<file path="src/rtl/rfphoenix_dc_fill_ctrl_pkg.sv">
// Shared constants and types for the data-cache fill sequencer.
package rfphoenix_dc_fill_ctrl_pkg;

   typedef logic [31:0] Address;

   localparam int unsigned DC_LINES  = 256;
   localparam int unsigned DC_WAYS   = 4;
   localparam int unsigned DC_LOBIT  = 6;
   localparam int unsigned DC_TAGBIT = 14;
   localparam int unsigned DC_BEATS  = 4;

   localparam int unsigned DC_NW    = $clog2(DC_LINES);
   localparam int unsigned DC_WW    = $clog2(DC_WAYS);
   localparam int unsigned DC_BW    = $clog2(DC_BEATS);
   localparam int unsigned DC_TAGW  = $bits(Address) - DC_TAGBIT;
   localparam int unsigned DC_LINEW = $bits(Address) - DC_LOBIT;

   typedef logic [2:0] dc_fill_state_t;

   localparam dc_fill_state_t ST_IDLE      = 3'd0;
   localparam dc_fill_state_t ST_LOOKUP    = 3'd1;
   localparam dc_fill_state_t ST_FILL_REQ  = 3'd2;
   localparam dc_fill_state_t ST_FILL_DATA = 3'd3;
   localparam dc_fill_state_t ST_TAG_UPD   = 3'd4;

endpackage

</file>
<file path="src/rtl/rfphoenix_dc_victim.sv">
// Victim way select: lowest invalid way, otherwise the round-robin pointer.
module rfphoenix_dc_victim
   import rfphoenix_dc_fill_ctrl_pkg::*;
(
   input  logic [DC_WAYS-1:0] i_valid,
   input  logic [DC_WW-1:0]   i_rr,
   output logic [DC_WW-1:0]   o_victim
);

   always_comb begin
      o_victim = i_rr;
      for (int w = DC_WAYS - 1; w >= 0; w--) begin
         if (!i_valid[w]) o_victim = DC_WW'(w);
      end
   end

endmodule

</file>
<file path="src/rtl/rfphoenix_dc_fill_ctrl.sv">
// Data-cache lookup/fill sequencer: tag compare, victim select, line burst, tag write, replay.
module rfphoenix_dc_fill_ctrl
   import rfphoenix_dc_fill_ctrl_pkg::*;
(
   input  logic                            i_clk,
   input  logic                            i_rst,
   input  logic                            i_req,
   input  Address                          i_req_adr,
   output logic                            o_rdy,
   output logic                            o_done,
   output logic [DC_WW-1:0]                o_done_way,
   output logic                            o_err,
   input  logic                            i_inv_all,
   output logic [DC_NW-1:0]                o_tag_ndx,
   input  logic [DC_WAYS-1:0][DC_TAGW-1:0] i_tag_in,
   output logic                            o_tag_wr,
   output Address                          o_tag_wadr,
   output logic [DC_WW-1:0]                o_tag_way,
   output logic                            o_mem_req,
   output Address                          o_mem_adr,
   input  logic                            i_mem_ack,
   input  logic                            i_mem_rdy,
   input  logic                            i_mem_err,
   output logic                            o_dat_wr,
   output logic [DC_WW-1:0]                o_dat_way,
   output logic [DC_BW-1:0]                o_dat_beat
);

   localparam logic [DC_BW-1:0] LAST_BEAT = DC_BW'(DC_BEATS - 1);

   dc_fill_state_t                  r_state;
   logic [DC_LINEW-1:0]             r_line;
   logic [DC_WW-1:0]                r_victim;
   logic [DC_BW-1:0]                r_beat;
   logic [DC_WW-1:0]                r_rr;
   logic                            r_done;
   logic [DC_WW-1:0]                r_done_way;
   logic                            r_err;
   logic                            r_inv_pend;
   logic [DC_WAYS-1:0][DC_LINES-1:0] r_valid;

   logic                w_idle;
   logic                w_rdy;
   logic                w_take;
   logic [DC_NW-1:0]    w_ndx_q;
   logic [DC_TAGW-1:0]  w_tag_q;
   logic [DC_WAYS-1:0]  w_vld;
   logic [DC_WAYS-1:0]  w_hit;
   logic [DC_WW-1:0]    w_hit_way;
   logic [DC_WW-1:0]    w_victim;
   Address              w_line_adr;
   logic                w_unused_lo;

   assign w_unused_lo = ^i_req_adr[DC_LOBIT-1:0];

   assign w_idle     = (r_state == ST_IDLE);
   // A deferred invalidate costs one idle cycle in which no request is taken.
   assign w_rdy      = w_idle & ~r_inv_pend;
   assign w_take     = i_req & w_rdy;
   assign w_ndx_q    = r_line[DC_NW-1:0];
   assign w_tag_q    = r_line[DC_LINEW-1:DC_TAGBIT-DC_LOBIT];
   assign w_line_adr = {r_line, {DC_LOBIT{1'b0}}};

   always_comb begin
      w_hit_way = '0;
      for (int w = 0; w < DC_WAYS; w++) begin
         w_vld[w] = r_valid[w][w_ndx_q];
         w_hit[w] = w_vld[w] & (i_tag_in[w] == w_tag_q);
      end
      for (int w = DC_WAYS - 1; w >= 0; w--) begin
         if (w_hit[w]) w_hit_way = DC_WW'(w);
      end
   end

   rfphoenix_dc_victim u_victim (
      .i_valid  (w_vld),
      .i_rr     (r_rr),
      .o_victim (w_victim)
   );

   always_ff @(posedge i_clk) begin
      if (i_rst) begin
         r_state    <= ST_IDLE;
         r_line     <= '0;
         r_victim   <= '0;
         r_beat     <= '0;
         r_rr       <= '0;
         r_done     <= 1'b0;
         r_done_way <= '0;
         r_err      <= 1'b0;
         r_inv_pend <= 1'b0;
         r_valid    <= '0;
      end else begin
         r_done <= 1'b0;
         r_err  <= 1'b0;
         if (i_inv_all && !w_idle) r_inv_pend <= 1'b1;
         case (r_state)
            ST_IDLE: begin
               if (r_inv_pend || i_inv_all) r_valid <= '0;
               r_inv_pend <= 1'b0;
               if (w_take) begin
                  r_line  <= i_req_adr[$bits(Address)-1:DC_LOBIT];
                  r_state <= ST_LOOKUP;
               end
            end
            ST_LOOKUP: begin
               if (|w_hit) begin
                  r_done     <= 1'b1;
                  r_done_way <= w_hit_way;
                  r_state    <= ST_IDLE;
               end else begin
                  r_victim <= w_victim;
                  r_rr     <= r_rr + 1'b1;
                  r_state  <= ST_FILL_REQ;
               end
            end
            ST_FILL_REQ: begin
               if (i_mem_err) begin
                  r_err   <= 1'b1;
                  r_state <= ST_IDLE;
               end else if (i_mem_ack) begin
                  r_beat  <= '0;
                  r_state <= ST_FILL_DATA;
               end
            end
            ST_FILL_DATA: begin
               if (i_mem_err) begin
                  r_err   <= 1'b1;
                  r_state <= ST_IDLE;
               end else if (i_mem_rdy) begin
                  r_beat <= r_beat + 1'b1;
                  if (r_beat == LAST_BEAT) r_state <= ST_TAG_UPD;
               end
            end
            ST_TAG_UPD: begin
               r_valid[r_victim][w_ndx_q] <= 1'b1;
               r_state                    <= ST_LOOKUP;
            end
            default: r_state <= ST_IDLE;
         endcase
      end
   end

   // Index is held outside IDLE so the registered tag read stays stable.
   assign o_tag_ndx  = w_idle ? i_req_adr[DC_LOBIT +: DC_NW] : w_ndx_q;
   assign o_rdy      = w_rdy;
   assign o_done     = r_done;
   assign o_done_way = r_done_way;
   assign o_err      = r_err;
   assign o_tag_wr   = (r_state == ST_TAG_UPD);
   assign o_tag_wadr = w_line_adr;
   assign o_tag_way  = r_victim;
   assign o_mem_req  = (r_state == ST_FILL_REQ);
   assign o_mem_adr  = w_line_adr;
   assign o_dat_wr   = (r_state == ST_FILL_DATA) & i_mem_rdy;
   assign o_dat_way  = r_victim;
   assign o_dat_beat = r_beat;

endmodule

</file>
<file path="config.mk">
export PLATFORM = sky130hd
export DESIGN_NAME = rfphoenix_dc_fill_ctrl
export DESIGN_NICKNAME = d
export VERILOG_FILES = /design/src/rtl/rfphoenix_dc_fill_ctrl_pkg.sv /design/src/rtl/rfphoenix_dc_victim.sv /design/src/rtl/rfphoenix_dc_fill_ctrl.sv
export SDC_FILE = /design/constraint.sdc
export NUM_CORES = 2
export LEC_CHECK = 0
export ABC_AREA = 0
export CAP_MARGIN = 20
export CORE_AREA = 2 2 350 248
export CTS_CLUSTER_DIAMETER = 30
export DETAILED_ROUTE_END_ITERATION = 16
export DIE_AREA = 0 0 352 250
export PLACE_DENSITY = 0.73
export SETUP_SLACK_MARGIN = 0.15
export SLEW_MARGIN = 10
export SYNTH_ARGS = -nofsm -noshare
export SYNTH_HDL_FRONTEND = slang
export SYNTH_SLANG_ARGS = --single-unit
export TNS_END_PERCENT = 1
</file>
<file path="constraint.sdc">
create_clock -name i_clk -period 3.3 [get_ports i_clk]
set_input_delay 0.495 -clock i_clk [delete_from_list [all_inputs] [get_ports i_clk]]
set_output_delay 0.495 -clock i_clk [all_outputs]
set_load 0.005 [all_outputs]
</file>
==> impl_metrics.env <==
export IMPL_ys_warn_count=0
export IMPL_pwr_share_comb_pct=12.5
export IMPL_drt_total_wl_microns=159000
export IMPL_wl_per_cell_microns=25.0
export IMPL_syn_avg_cell_area_sq_um=9.38
export IMPL_crit_family="compound AO/OA/AOI/OAI gates"
export IMPL_via_per_inst=6.57
export IMPL_yosysTopAreaCellShare_pct=46.1
export IMPL_grt_usage_pct=34.8
export IMPL_io_pins=197
export IMPL_dr_total_vias=41900
export IMPL_critPathLaunchType="flip-flop"
export IMPL_numCtsBuffers=153
export IMPL_synth_edff_count=0
export IMPL_final_util_pct=67.0
export IMPL_grt_max_degree=136
export IMPL_clkTransAtPathRegs_ns=0.06
export IMPL_ys_async_sr_fraction_pct=0
export IMPL_violations="negative setup slack"
export IMPL_netSwitchingFraction_pct=26.9
export IMPL_cts_htree_levels=4
export IMPL_grt_pass1_wl_microns=239000
export IMPL_wl_met3_microns=20700
export IMPL_fmax_ghz=0.291
export IMPL_fin_ws_ns=-0.140
export IMPL_hp_class="input pin to flip-flop"
export IMPL_placed_cell_area_sq_um=50600
export IMPL_die_x_microns=352
export IMPL_synthDistinctLibCells=74
export IMPL_power_density_nw_per_um2=610
export IMPL_insertion_delay_ns=0.76
export IMPL_grt_antenna_before_repair=1
export IMPL_synth_largest_area_cell="dfxtp_1"
export IMPL_fin_skew_ns=0.0314
export IMPL_tightest_slew_ns=0.927
export IMPL_status="finished with violations"
export IMPL_slew_viol_final=0
export IMPL_p_switching_w=0.00937
export IMPL_worstSetupEndpointType="flip-flop"
export IMPL_top_layer="met4"
export IMPL_grt_overflow=0
export IMPL_dp_cells=6052
export IMPL_worstSetupPathType="flip-flop to flip-flop"
export IMPL_dieArea_sq_um=88000
export IMPL_cp_max_fo=7
export IMPL_hold_viol_final=0
export IMPL_rsz0062_at_grt="true"
export IMPL_cpPeakStageDelay_ns=0.58
export IMPL_syn_to_final_growth_pct=23.3
export IMPL_coreArea_sq_um=85000
export IMPL_fin_crit_sh_pct=104
export IMPL_seq_power_share_pct=37.4
export IMPL_crit_arrival_ns=4.13
export IMPL_crit_slowest_cell="a2111oi_1"
export IMPL_slew_headroom_pct=38.0
export IMPL_drtIter0Drc=6270
export IMPL_ir_drop_mv=0.555
export IMPL_drc_errors=0
export IMPL_place_ws_ns=-0.329
export IMPL_ys_seq_area_share_pct=46.1
export IMPL_antenna_left=0
export IMPL_yosys_most_used_dff="dfxtp_1"
export IMPL_first_pass_iters=8
export IMPL_synth_area_sq_um=46200
export IMPL_dp_hpwl_microns=103000
export IMPL_cts_tree="yes"
export IMPL_design_area_sq_um=57000
export IMPL_start_util_pct=54.4
export IMPL_post_route_min_period_ns=3.44
export IMPL_cts_buffer_depth=3
export IMPL_worstPathCellList="buf_12, buf_16, buf_4, buf_4, mux4_2, o22ai_1, buf_4, a2111oi_1, a21oi_2, o211ai_1, o21ai_0, or3_1, a21o_1, mux2i_1"
export IMPL_clock_power_share_pct=50.2
export IMPL_p_int_w=0.0254
export IMPL_synth_cells=4925
export IMPL_cp_common_cell="buf_4"
export IMPL_num_rows=90
export IMPL_max_cap_violations=0
export IMPL_ys_ff_latch=1064
export IMPL_dieHeight_microns=250
export IMPL_drt_met1_wl_microns=64600
export IMPL_nets=5209
export IMPL_netlist_top_cells_area="dfxtp_1 46%, a22oi_1 17%, nor2_1 11%, mux4_2 8.9%, mux2i_1 3.7%"
export IMPL_worst_path_buf_inv=5
export IMPL_setup_viol_count_final=7
export IMPL_critPathRequiredTime_ns=3.98
export IMPL_p_leak_nw=19.7
export IMPL_cts_root_buf="clkbuf_16"
export IMPL_ctsHoldBuffers=0
export IMPL_fin_cells=6380
export IMPL_numClockSinks=1064
export IMPL_placement_io_buffers=178
export IMPL_first_global_vias=38900
export IMPL_wl_met2_microns=68100
export IMPL_drive_above_1_share_pct=17.3
export IMPL_gp_congestion=0.949
==> synthesized netlist by cell type (5+ instances only) <==
library cell,n
nand4_1,21
buf_6,16
nand2_1,135
a22oi_1,1075
dfxtp_1,1064
o21ai_0,20
buf_2,31
clkbuf_1,398
a22o_1,13
buf_4,59
and2_1,8
inv_1,10
xnor2_1,46
nor3_1,22
xor2_1,26
nand2b_1,10
a31oi_1,13
buf_1,38
o31ai_1,5
a21oi_1,52
a2111oi_0,6
mux4_2,182
nand3_1,29
and3_1,6
nor2_1,1315
o22ai_1,24
mux2i_1,169
a211oi_1,11
nor4_1,13
mux2_2,11
nor2b_1,17
==> through the flow <==
step                      hold WS, ns  TNS (ns)  total power (W)
after CTS                       0.182   -0.0586           0.0346
after global placement          0.475     -2.25           0.0173
after global routing            0.220    -0.695           0.0356
final                           0.197    -0.634           0.0348
after floorplan                 0.449         0           0.0154
after detailed placement        0.482     -1.76           0.0173
==> layer usage <==
layer	vias to the layer above	global-route usage, %
met5	-	0
met4	0	13.9
met1	20500	48.8
met2	2779	50.2
met3	398	10.3
li1	18300	-
==> final cells by class <==
class / count / area, sq um
flip-flops and latches: 1064 / 21300
well taps: 1150 / 1440
fillers: 6462 / 28000
diodes: 1 / 2.50
repair buffers: 551 / 5910
clock buffers: 188 / 4130
clock inverters: 99 / 1390
multi-input cells: 3315 / 22800
inverters: 12 / 45.0
==> layout by cell type, fill, tap and decap left out, types with 11 or more instances in the layout <==
cell type        synthesis  layout
nand3_1                 29      28
clkdlybuf4s50_1          0     176
clkbuf_8                 0      15
clkbuf_16                0     161
mux2i_1                169     166
buf_4                   59     266
inv_6                    0      25
a31oi_1                 13      11
xor2_1                  26      26
nor2b_1                 17      14
nand2_1                135     135
nor4_1                  13      11
a22o_1                  13      13
nor3_1                  22      14
mux4_2                 182     182
a22oi_1               1075    1069
xnor2_1                 46      46
clkinvlp_4               0      18
o22ai_1                 24      20
clkbuf_1               398      19
conb_1                   1      12
a21oi_1                 52      48
o21ai_0                 20      17
bufinv_16                0      23
nand4_1                 21      21
buf_12                   2      86
mux2_2                  11      11
dfxtp_1               1064    1058
nor2_1                1315    1313
==> worst reg2reg max path, stage by stage (launching register included) <==
cell       delay (ns)
dfxtp_4          0.41
buf_12           0.19
buf_16           0.18
buf_4            0.16
buf_4            0.13
mux4_2           0.31
o22ai_1          0.07
buf_4            0.15
a2111oi_1        0.58
a21oi_2          0.17
o211ai_1         0.19
o21ai_0          0.17
or3_1            0.36
a21o_1           0.19
mux2i_1          0.12
==> path summary, 6_finish.rpt <==
| check | from | to | slack, ns | cells after the start |
|---|---|---|---|---|
| max | r_line[1]$_SDFFE_PP0P_ | o_dat_way[1]$_SDFFE_PP0P_ | -0.14 | 14 |
| max reg2reg | r_line[1]$_SDFFE_PP0P_ | o_dat_way[1]$_SDFFE_PP0P_ | -0.14 | 14 |
| min | i_rst | r_valid[247]$_SDFFE_PP0P_ | 0.20 | 2 |
| min reg2reg | r_valid[751]$_SDFFE_PP0P_ | r_valid[751]$_SDFFE_PP0P_ | 0.50 | 2 |
==> state kept, by name, summed over array words and instances, names as in the netlist <==
register and flops:
r_valid 1024, r_line 26, r_state 3, o_dat_beat 2, o_dat_way 2, o_done_way 2
r_rr 2, o_done 1, o_err 1, r_inv_pend 1
==> cell families after synthesis <==
kind of cell | synth area share [%]
muxes | 13.0
and+or+nand+nor | 13.7
AOI/OAI and AO/OA | 20.4
DFF | 46.1
adders and majority gates | 0.0271
buffers and inverters | 5.42
other | 0.00812
xor gates and xnor gates | 1.36
==> power groups by stage <==
stage / combinational, W / sequential, W / clock [W]
2_1_floorplan: 0.00219 / 0.0132 / 0
4_1_cts: 0.00407 / 0.0130 / 0.0176
6_report: 0.00433 / 0.0130 / 0.0174
5_1_grt: 0.00448 / 0.0130 / 0.0181
3_3_place_gp: 0.00398 / 0.0133 / 0
3_5_place_dp: 0.00399 / 0.0133 / 0
==> timing repair <==
item / CTS / global route
setup buffers: 10 / 22
gates resized for setup: 17 / 50
pin swaps: 4 / 15
cloned: 1 / 7
setup endpoints to repair: 10 / 209
Power figures use the tool's default switching activity.
